$ cat src/rtl/vga_timing_pkg.sv
// vga_timing_pkg
// Shared raster constants for the VGA path. The scan controller takes its
// parameter defaults from here. The menu and sprite modules import it for
// screen bounds and colour values.
// No ports (package).
package vga_timing_pkg;

    // 640x480 at 60 Hz timing, in pixels and lines.
    localparam int H_VISIBLE_DEF = 640;
    localparam int H_FRONT_DEF   = 16;
    localparam int H_SYNC_DEF    = 96;
    localparam int H_BACK_DEF    = 48;
    localparam int V_VISIBLE_DEF = 480;
    localparam int V_FRONT_DEF   = 10;
    localparam int V_SYNC_DEF    = 2;
    localparam int V_BACK_DEF    = 33;

    localparam int H_TOTAL_DEF = H_VISIBLE_DEF + H_FRONT_DEF + H_SYNC_DEF + H_BACK_DEF;
    localparam int V_TOTAL_DEF = V_VISIBLE_DEF + V_FRONT_DEF + V_SYNC_DEF + V_BACK_DEF;

    // 3-bit colour constants, ordered {r, g, b}.
    localparam logic [2:0] RGB_BLACK = 3'b000;
    localparam logic [2:0] RGB_BLUE  = 3'b001;
    localparam logic [2:0] RGB_GREEN = 3'b010;
    localparam logic [2:0] RGB_RED   = 3'b100;
    localparam logic [2:0] RGB_WHITE = 3'b111;

endpackage

$ cat src/rtl/pixel_clock_enable.sv
// pixel_clock_enable
// Produces a one-clk pixel strobe every CLK_DIV system clocks.
// Ports:
//   clk    - system clock
//   reset  - synchronous, active-high reset
//   pix_en - high on the last clock of every CLK_DIV-clock pixel period
module pixel_clock_enable #(
    parameter int CLK_DIV = 2
) (
    input  logic clk,
    input  logic reset,
    output logic pix_en
);

    localparam int DW = (CLK_DIV > 1) ? $clog2(CLK_DIV) : 1;
    localparam logic [DW-1:0] DIV_LAST = DW'(CLK_DIV - 1);

    logic [DW-1:0] div_cnt;

    // With CLK_DIV=1, DIV_LAST is 0, so div_cnt never leaves 0 and the
    // strobe is constantly high.
    assign pix_en = (div_cnt == DIV_LAST);

    always_ff @(posedge clk) begin
        if (reset || pix_en) begin
            div_cnt <= '0;
        end else begin
            div_cnt <= div_cnt + 1'b1;
        end
    end

endmodule

$ cat src/rtl/vga_scan_controller.sv
// vga_scan_controller
// Generates VGA raster timing. It presents the row/col coordinate to the
// graphics modules and registers the rgb value they return, with that pixel
// blanked outside the visible area, onto the VGA pins. hsync and vsync are
// registered alongside it.
// Ports:
//   clk         - system clock
//   reset       - synchronous, active-high reset
//   rgb         - pixel for the current row/col, combinational from graphics
//   row, col    - current line / pixel counters (run through blanking)
//   vga_rgb     - registered, blanked pixel to the DAC pins
//   vga_hsync   - registered horizontal sync, aligned with vga_rgb
//   vga_vsync   - registered vertical sync, aligned with vga_rgb
//   frame_start - one-clk pulse after the counters wrap to (0,0)
module vga_scan_controller
    import vga_timing_pkg::*;
#(
    parameter int H_VISIBLE       = H_VISIBLE_DEF,
    parameter int H_FRONT         = H_FRONT_DEF,
    parameter int H_SYNC          = H_SYNC_DEF,
    parameter int H_BACK          = H_BACK_DEF,
    parameter int V_VISIBLE       = V_VISIBLE_DEF,
    parameter int V_FRONT         = V_FRONT_DEF,
    parameter int V_SYNC          = V_SYNC_DEF,
    parameter int V_BACK          = V_BACK_DEF,
    parameter int CLK_DIV         = 2,
    parameter int SYNC_ACTIVE_LOW = 1
) (
    input  logic       clk,
    input  logic       reset,
    input  logic [2:0] rgb,
    output logic [9:0] row,
    output logic [9:0] col,
    output logic [2:0] vga_rgb,
    output logic       vga_hsync,
    output logic       vga_vsync,
    output logic       frame_start
);

    // Totals may reach 1024. Comparisons therefore use 11 bits, so that
    // H_VISIBLE+H_FRONT+H_SYNC = 1024 (H_BACK = 0) still fits.
    localparam int H_TOTAL = H_VISIBLE + H_FRONT + H_SYNC + H_BACK;
    localparam int V_TOTAL = V_VISIBLE + V_FRONT + V_SYNC + V_BACK;

    localparam logic [10:0] H_LAST   = 11'(H_TOTAL - 1);
    localparam logic [10:0] V_LAST   = 11'(V_TOTAL - 1);
    localparam logic [10:0] H_VIS    = 11'(H_VISIBLE);
    localparam logic [10:0] V_VIS    = 11'(V_VISIBLE);
    localparam logic [10:0] HS_BEGIN = 11'(H_VISIBLE + H_FRONT);
    localparam logic [10:0] HS_END   = 11'(H_VISIBLE + H_FRONT + H_SYNC);
    localparam logic [10:0] VS_BEGIN = 11'(V_VISIBLE + V_FRONT);
    localparam logic [10:0] VS_END   = 11'(V_VISIBLE + V_FRONT + V_SYNC);

    localparam logic SYNC_ON  = (SYNC_ACTIVE_LOW == 0);
    localparam logic SYNC_OFF = ~SYNC_ON;

    logic       pix_en;
    logic       col_wrap;
    logic       row_wrap;
    logic       visible;
    logic       hs_on;
    logic       vs_on;
    logic [2:0] rgb_p1;
    logic       hsync_p1;
    logic       vsync_p1;
    logic       frame_start_p1;

    pixel_clock_enable #(
        .CLK_DIV(CLK_DIV)
    ) u_pixel_clock_enable (
        .clk   (clk),
        .reset (reset),
        .pix_en(pix_en)
    );

    always_comb begin
        col_wrap = ({1'b0, col} == H_LAST);
        row_wrap = ({1'b0, row} == V_LAST);
        visible  = ({1'b0, col} < H_VIS) && ({1'b0, row} < V_VIS);
        hs_on    = ({1'b0, col} >= HS_BEGIN) && ({1'b0, col} < HS_END);
        vs_on    = ({1'b0, row} >= VS_BEGIN) && ({1'b0, row} < VS_END);
    end

    // ---- stage p0: raster counters (these are the row/col outputs) ----
    always_ff @(posedge clk) begin
        if (reset) begin
            col <= '0;
            row <= '0;
        end else if (pix_en) begin
            if (col_wrap) begin
                col <= '0;
                row <= row_wrap ? '0 : row + 1'b1;
            end else begin
                col <= col + 1'b1;
            end
        end
    end

    // ---- stage p1: pin registers, one pixel period behind row/col ----
    always_ff @(posedge clk) begin
        if (reset) begin
            rgb_p1         <= RGB_BLACK;
            hsync_p1       <= SYNC_OFF;
            vsync_p1       <= SYNC_OFF;
            frame_start_p1 <= 1'b0;
        end else begin
            // Counters never reach (H_LAST, V_LAST) during reset, so reset
            // cannot cause a pulse; the first pulse follows a full frame.
            frame_start_p1 <= pix_en && col_wrap && row_wrap;
            if (pix_en) begin
                rgb_p1   <= visible ? rgb : RGB_BLACK;
                hsync_p1 <= hs_on ? SYNC_ON : SYNC_OFF;
                vsync_p1 <= vs_on ? SYNC_ON : SYNC_OFF;
            end
        end
    end

    assign vga_rgb     = rgb_p1;
    assign vga_hsync   = hsync_p1;
    assign vga_vsync   = vsync_p1;
    assign frame_start = frame_start_p1;

endmodule

$ cat config.mk
export PLATFORM = sky130hd
export DESIGN_NAME = vga_scan_controller
export DESIGN_NICKNAME = d
export VERILOG_FILES = /design/src/rtl/vga_timing_pkg.sv /design/src/rtl/pixel_clock_enable.sv /design/src/rtl/vga_scan_controller.sv
export SDC_FILE = /design/constraint.sdc
export NUM_CORES = 1
export LEC_CHECK = 0
export BUFFER_PORTS_ARGS = -buffer_cell sky130_fd_sc_hd__buf_4
export CAP_MARGIN = 25
export CORE_MARGIN = 4
export CORE_UTILIZATION = 51
export DETAILED_ROUTE_END_ITERATION = 12
export GPL_TIMING_DRIVEN = 1
export PLACE_DENSITY = 0.77
export SLEW_MARGIN = 15
export SYNTH_ARGS = -nofsm -noshare
export SYNTH_HDL_FRONTEND = slang
export SYNTH_HIERARCHICAL = 1
export SYNTH_SLANG_ARGS = --single-unit
$ cat constraint.sdc
create_clock -name clk -period 2.1 [get_ports clk]
set_input_delay 0.42 -clock clk [delete_from_list [all_inputs] [get_ports clk]]
set_output_delay 0.42 -clock clk [all_outputs]
set_load 0.02 [all_outputs]
== Word level (Yosys, flattened, before mapping) ==
Cells that the tools add are included.
Word-level totals
  word-level logic and storage cells: 30
  RAM bits: 0
  register bits after elaboration: 27
  latch bits: 0
  output and inout port bits: 26
  bits of input ports: 5
  memory bits (read-only): 0
  memories kept: 0
Operators by class
  add/sub/neg operators: 3
  equal/unequal tests: 2
  $lt $le $gt $ge: 6
  muxes and demuxes: 5
  shift-type cells: 0
  $mul: 0
  bitwise gates (word level): 0
  divide/modulo/power cells: 0
  reduce and logical (&&, ||, !) cells: 7
Operator list (number)
  10-bit by 1-bit adder with 10-bit output (second input constant): 2
  10-bit == test (second input constant): 2
  10-bit < comparator (second input constant): 2
  10-bit by 9-bit < comparator with 1-bit output (second input constant): 2
  10-bit two-way mux: 2
  10-bit greater-or-equal comparator (second input constant): 1
  10-bit by 9-bit greater-or-equal comparator with 1-bit output (second input constant): 1
  1-bit logical AND: 5
  3-bit two-way mux: 1
  1-bit two-way mux: 2
  2-bit AND reduction: 1
  1-bit adder (second input constant): 1
  1-bit logical OR: 1

== Depth between registers and ports, before layout ==
  depth in word-level cells: 3
  mapped depth: 6
  mapped depth without buffers: 5

== By module ==
The synthesis kept the hierarchy.
Modules (own cells, without submodules)
  vga_scan_controller: cells an instance 136, instances 1, seq. area each 520.5 um2, area an instance 1239.9 um2
  pixel_clock_enable: cells an instance 2, instances 1, seq. area each 20.0 um2, area an instance 23.8 um2

== Worst setup path before layout ==
Ideal clock, no wire load.
  kind: register -> register
  from: register col[0]
  to: register row[7]
  data arrival time: 1.856 ns
  slack: 0.174 ns
  buffers on the path: 0
  clock period less this slack: 1.926 ns
  required time: 2.030 ns
  cell stages (with the launch flop): 6
  setup time: 0.070 ns
  cell sequence: dfxtp_1 > ha_1 > nand4b_4 > or4_4 > or3_1 > a21oi_1
On the way
  longest elaborated chain between the ends: 2
RTL lines
  from (decl): line vga_scan_controller.sv:33  | output logic [9:0] col,
  from (signal assigned): line vga_scan_controller.sv:94  | col <= col + 1'b1;
  10-bit == test: line vga_scan_controller.sv:77  | col_wrap = ({1'b0, col} == H_LAST);
  2-bit AND reduction (no line)
  to (signal assigned): line vga_scan_controller.sv:92  | row <= row_wrap ? '0 : row + 1'b1;
  to (decl): line vga_scan_controller.sv:32  | output logic [9:0] row,
No other way between the ends.
A chain may end at the register's enable or synchronous reset.

== Final worst setup path ==
  from: register col[0]
  to: register row[9]
The elaborated chain is that of the path after synthesis.

==> impl_metrics.env <==
export IMPL_status="finished, final reports clean"
export IMPL_setup_ws_ps=165
export IMPL_synthTopCellsByArea="dfxtp_1, nor2_1, xor2_1, xnor2_1, ha_1"
export IMPL_grt_pass1_wl_um=4840
export IMPL_grt_pass1_vias=1080
export IMPL_finClkSkew_ps=5.63
export IMPL_die_w_um=57.8
export IMPL_drv_slew=0
export IMPL_netlist_top_cells_count="dfxtp_1, nor2_1, xor2_1"
export IMPL_ys_ff_latch=27
export IMPL_hpwl_um=2090
export IMPL_critPathBufInv=0
export IMPL_power_density_mw_per_mm2=518
export IMPL_routed_wl_um=2750
export IMPL_r2r_start="col[0]"
export IMPL_final_area_mm2=0.00155
export IMPL_rsz0062_at_grt="false"
export IMPL_area_growth_pct=22.9
export IMPL_fin_crit_sh_pct=92.2
export IMPL_insertedDiodeCount=0
export IMPL_cts_num_sinks=27
export IMPL_dieArea_mm2=0.00334
export IMPL_portBuffers=30
export IMPL_crit_type="reg2reg"
export IMPL_routed_via_density=5.52
export IMPL_drc=0
export IMPL_clk_latency_ps=310
export IMPL_cp_end_kind="flip-flop"
export IMPL_cts_inserted_buffers=3
export IMPL_critPathLaunch="col[0]"
export IMPL_vias=1098
export IMPL_grt_use_total_pct=18.2
export IMPL_min_delay_start="rgb[1]"
export IMPL_ir_drop_mv=0.488
export IMPL_setup_tns_ps=0
export IMPL_nets=181
export IMPL_synthAdderAreaFrac_pct=3.96
export IMPL_hold_viol_final=0
export IMPL_io_pins=31
export IMPL_cts_max_level=1
export IMPL_setup_violations=0
export IMPL_dpl_cell_area_mm2=0.00153
export IMPL_worst_path_largest_cell_delay_ps=560
export IMPL_drtAntennaViolNets=0
export IMPL_crit_slowest_cell="or4_4"
export IMPL_cts_root_buf="clkbuf_4"
export IMPL_synth_cell_types=33
export IMPL_synth_mux_area_share_pct=2.38
export IMPL_cts_repair_resized=0
export IMPL_min_path_cells=3
export IMPL_yosysTopAreaCellShare_pct=42.8
export IMPL_synthSimpleGateAreaFrac_pct=32.7
export IMPL_place_ws_ps=208
export IMPL_path_clk_slew_ps=140
export IMPL_grt_start_max_net_pins=15
export IMPL_yosysMostFrequentCell="dfxtp_1"
export IMPL_avgSynthCellArea_um2=9.16
export IMPL_cts_hold_buf=0
export IMPL_p_leak_uw=0.000624
export IMPL_tightest_slew_ps=621
export IMPL_gp_congestion=0.787
export IMPL_final_cells=199
export IMPL_power_uw=804
export IMPL_hold_path_class="in2reg"
export IMPL_path_max_fanout=6
export IMPL_synth_compound_area_share_pct=5.35
export IMPL_crit_path_start_kind="flip-flop"
export IMPL_rows=17
export IMPL_cp_arrival_ps=2190
export IMPL_synth_xor_area_share_pct=10.4
export IMPL_synth_cells=138
export IMPL_crit_chain="ha_1 > nand4b_4 > or4_4 > or3_1 > a21oi_1"
export IMPL_period_needed_ps=1940
export IMPL_yosys_warnings=6
export IMPL_synth_seq_area_share_pct=42.8
export IMPL_reg2reg_depth=5
export IMPL_r2r_end="row[9]"
export IMPL_cap_violations=0
export IMPL_detail_route_wl_per_cell_um=13.8
export IMPL_globalRouteOverflowTotal=0
export IMPL_synth_edf_count=0
export IMPL_firstDrtPassIters=4
export IMPL_dp_cells=195
export IMPL_crit_family="simple AND/OR/NAND/NOR gates"
export IMPL_start_util_pct=55.5
export IMPL_fmax_mhz=517
export IMPL_cts_setup_buffers=0
export IMPL_cp_required_ps=2350
export IMPL_synth_cell_area_mm2=0.00126
export IMPL_fp_coreArea_mm2=0.00228
export IMPL_layout_drive_gt1_share_pct=25.1
export IMPL_async_reset_ff_share_pct=0
export IMPL_drt_iter0_drc=28
export IMPL_antenna_found_initial=0
export IMPL_synth_top_cell_by_area="dfxtp_1"
export IMPL_cts_tree="done"
export IMPL_syn_num_nets=147
export IMPL_synth_ff_type="dfxtp_1"
export IMPL_slew_headroom_pct=58.2
export IMPL_clock_path_buffers=2
export IMPL_die_h_um=57.8
export IMPL_r2r_slack_ps=160
export IMPL_n_fill_cell=203
export IMPL_worstHoldEndpoint="vga_rgb[1]"
export IMPL_synth_top_family_by_area="simple AND/OR/NAND/NOR gates"
## kinds of logic (layout without fill, tap and decap cells)
group | Yosys count | in the layout
flip-flops | 27 | 27
multiplexers | 3 | 3
AO/OA/AOI/OAI | 12 | 12
adder cells (fa/ha/maj) | 4 | 4
buffers and inverters | 8 | 41
XOR/XNOR | 15 | 15
AND/OR/NAND/NOR | 69 | 69
## state kept, by name, summed over array words and instances, names as in the netlist
name	count
col	10
frame_start	1
row	10
vga_vsync	1
u_pixel_clock_enable/pix_en	1
vga_rgb	3
vga_hsync	1
## worst max path at each step
stage	cells past startpoint	slack (ps)	to
5_1_grt	5	90	row[9]
2_1_floorplan	5	170	row[7]
3_5_place_dp	5	210	row[9]
6_report	5	160	row[9]
3_3_place_gp	5	270	row[9]
4_1_cts	5	170	row[9]
## worst register-to-register path, stage by stage (launching register included)
cell	delay, ps
dfxtp_1	430
ha_1	250
nand4b_4	150
or4_4	560
or3_1	330
a21oi_1	140
## power breakdown
part	total, µW	switching [µW]	internal [µW]
combinational	60.6	33.7	26.8
sequential	528	7.49	521
clock	215	141	74.2
## per-stage QoR
stage          util (%)  hold slack (ps)
2_1_floorplan         -              470
3_3_place_gp       67.1              489
3_5_place_dp       67.1              484
4_1_cts            68.2              324
5_1_grt            68.2              331
6_report           68.2              334
## cell type report
| class | count | area [µm²] | share of cell area (%) |
|---|---|---|---|
| Timing Repair Buffer | 32 | 240 | 15.5 |
| Multi-Input combinational cell | 103 | 692 | 44.6 |
| Clock buffer | 4 | 26.3 | 1.69 |
| Sequential cell | 27 | 541 | 34.8 |
| Inverter | 5 | 18.8 | 1.21 |
| Tap cell | 28 | 35.0 | 2.26 |
## routing by layer
layer  wire (µm)  track usage (%)
met5           0                0
met4          17             5.63
met3         227             3.56
met2        1340             31.9
met1        1170             22.2
## placed cells by master, fill, tap and decap left out
cell        n
and3_2      1
buf_4      32
or2_2       2
nand2b_1    1
a31o_2      1
and4b_1     1
ha_1        4
nand4_1     4
and4_1      1
or4_4       1
nand4bb_4   1
nor4_1      5
o32ai_1     1
xnor2_1     7
xor2_1      8
mux2i_1     3
clkbuf_1    1
nand4b_4    1
inv_1       5
nand3b_1    1
and4_2      1
nor3_1      3
clkbuf_4    3
nand2_1     5
dfxtp_1    27
nand3_1     7
or3_1       2
o21ai_0     3
nor2b_1     5
nor2_1     23
nand4b_1    2
nor4b_1     1
a21oi_1     7
and3_1      1
(Power assumes the default switching activity.)
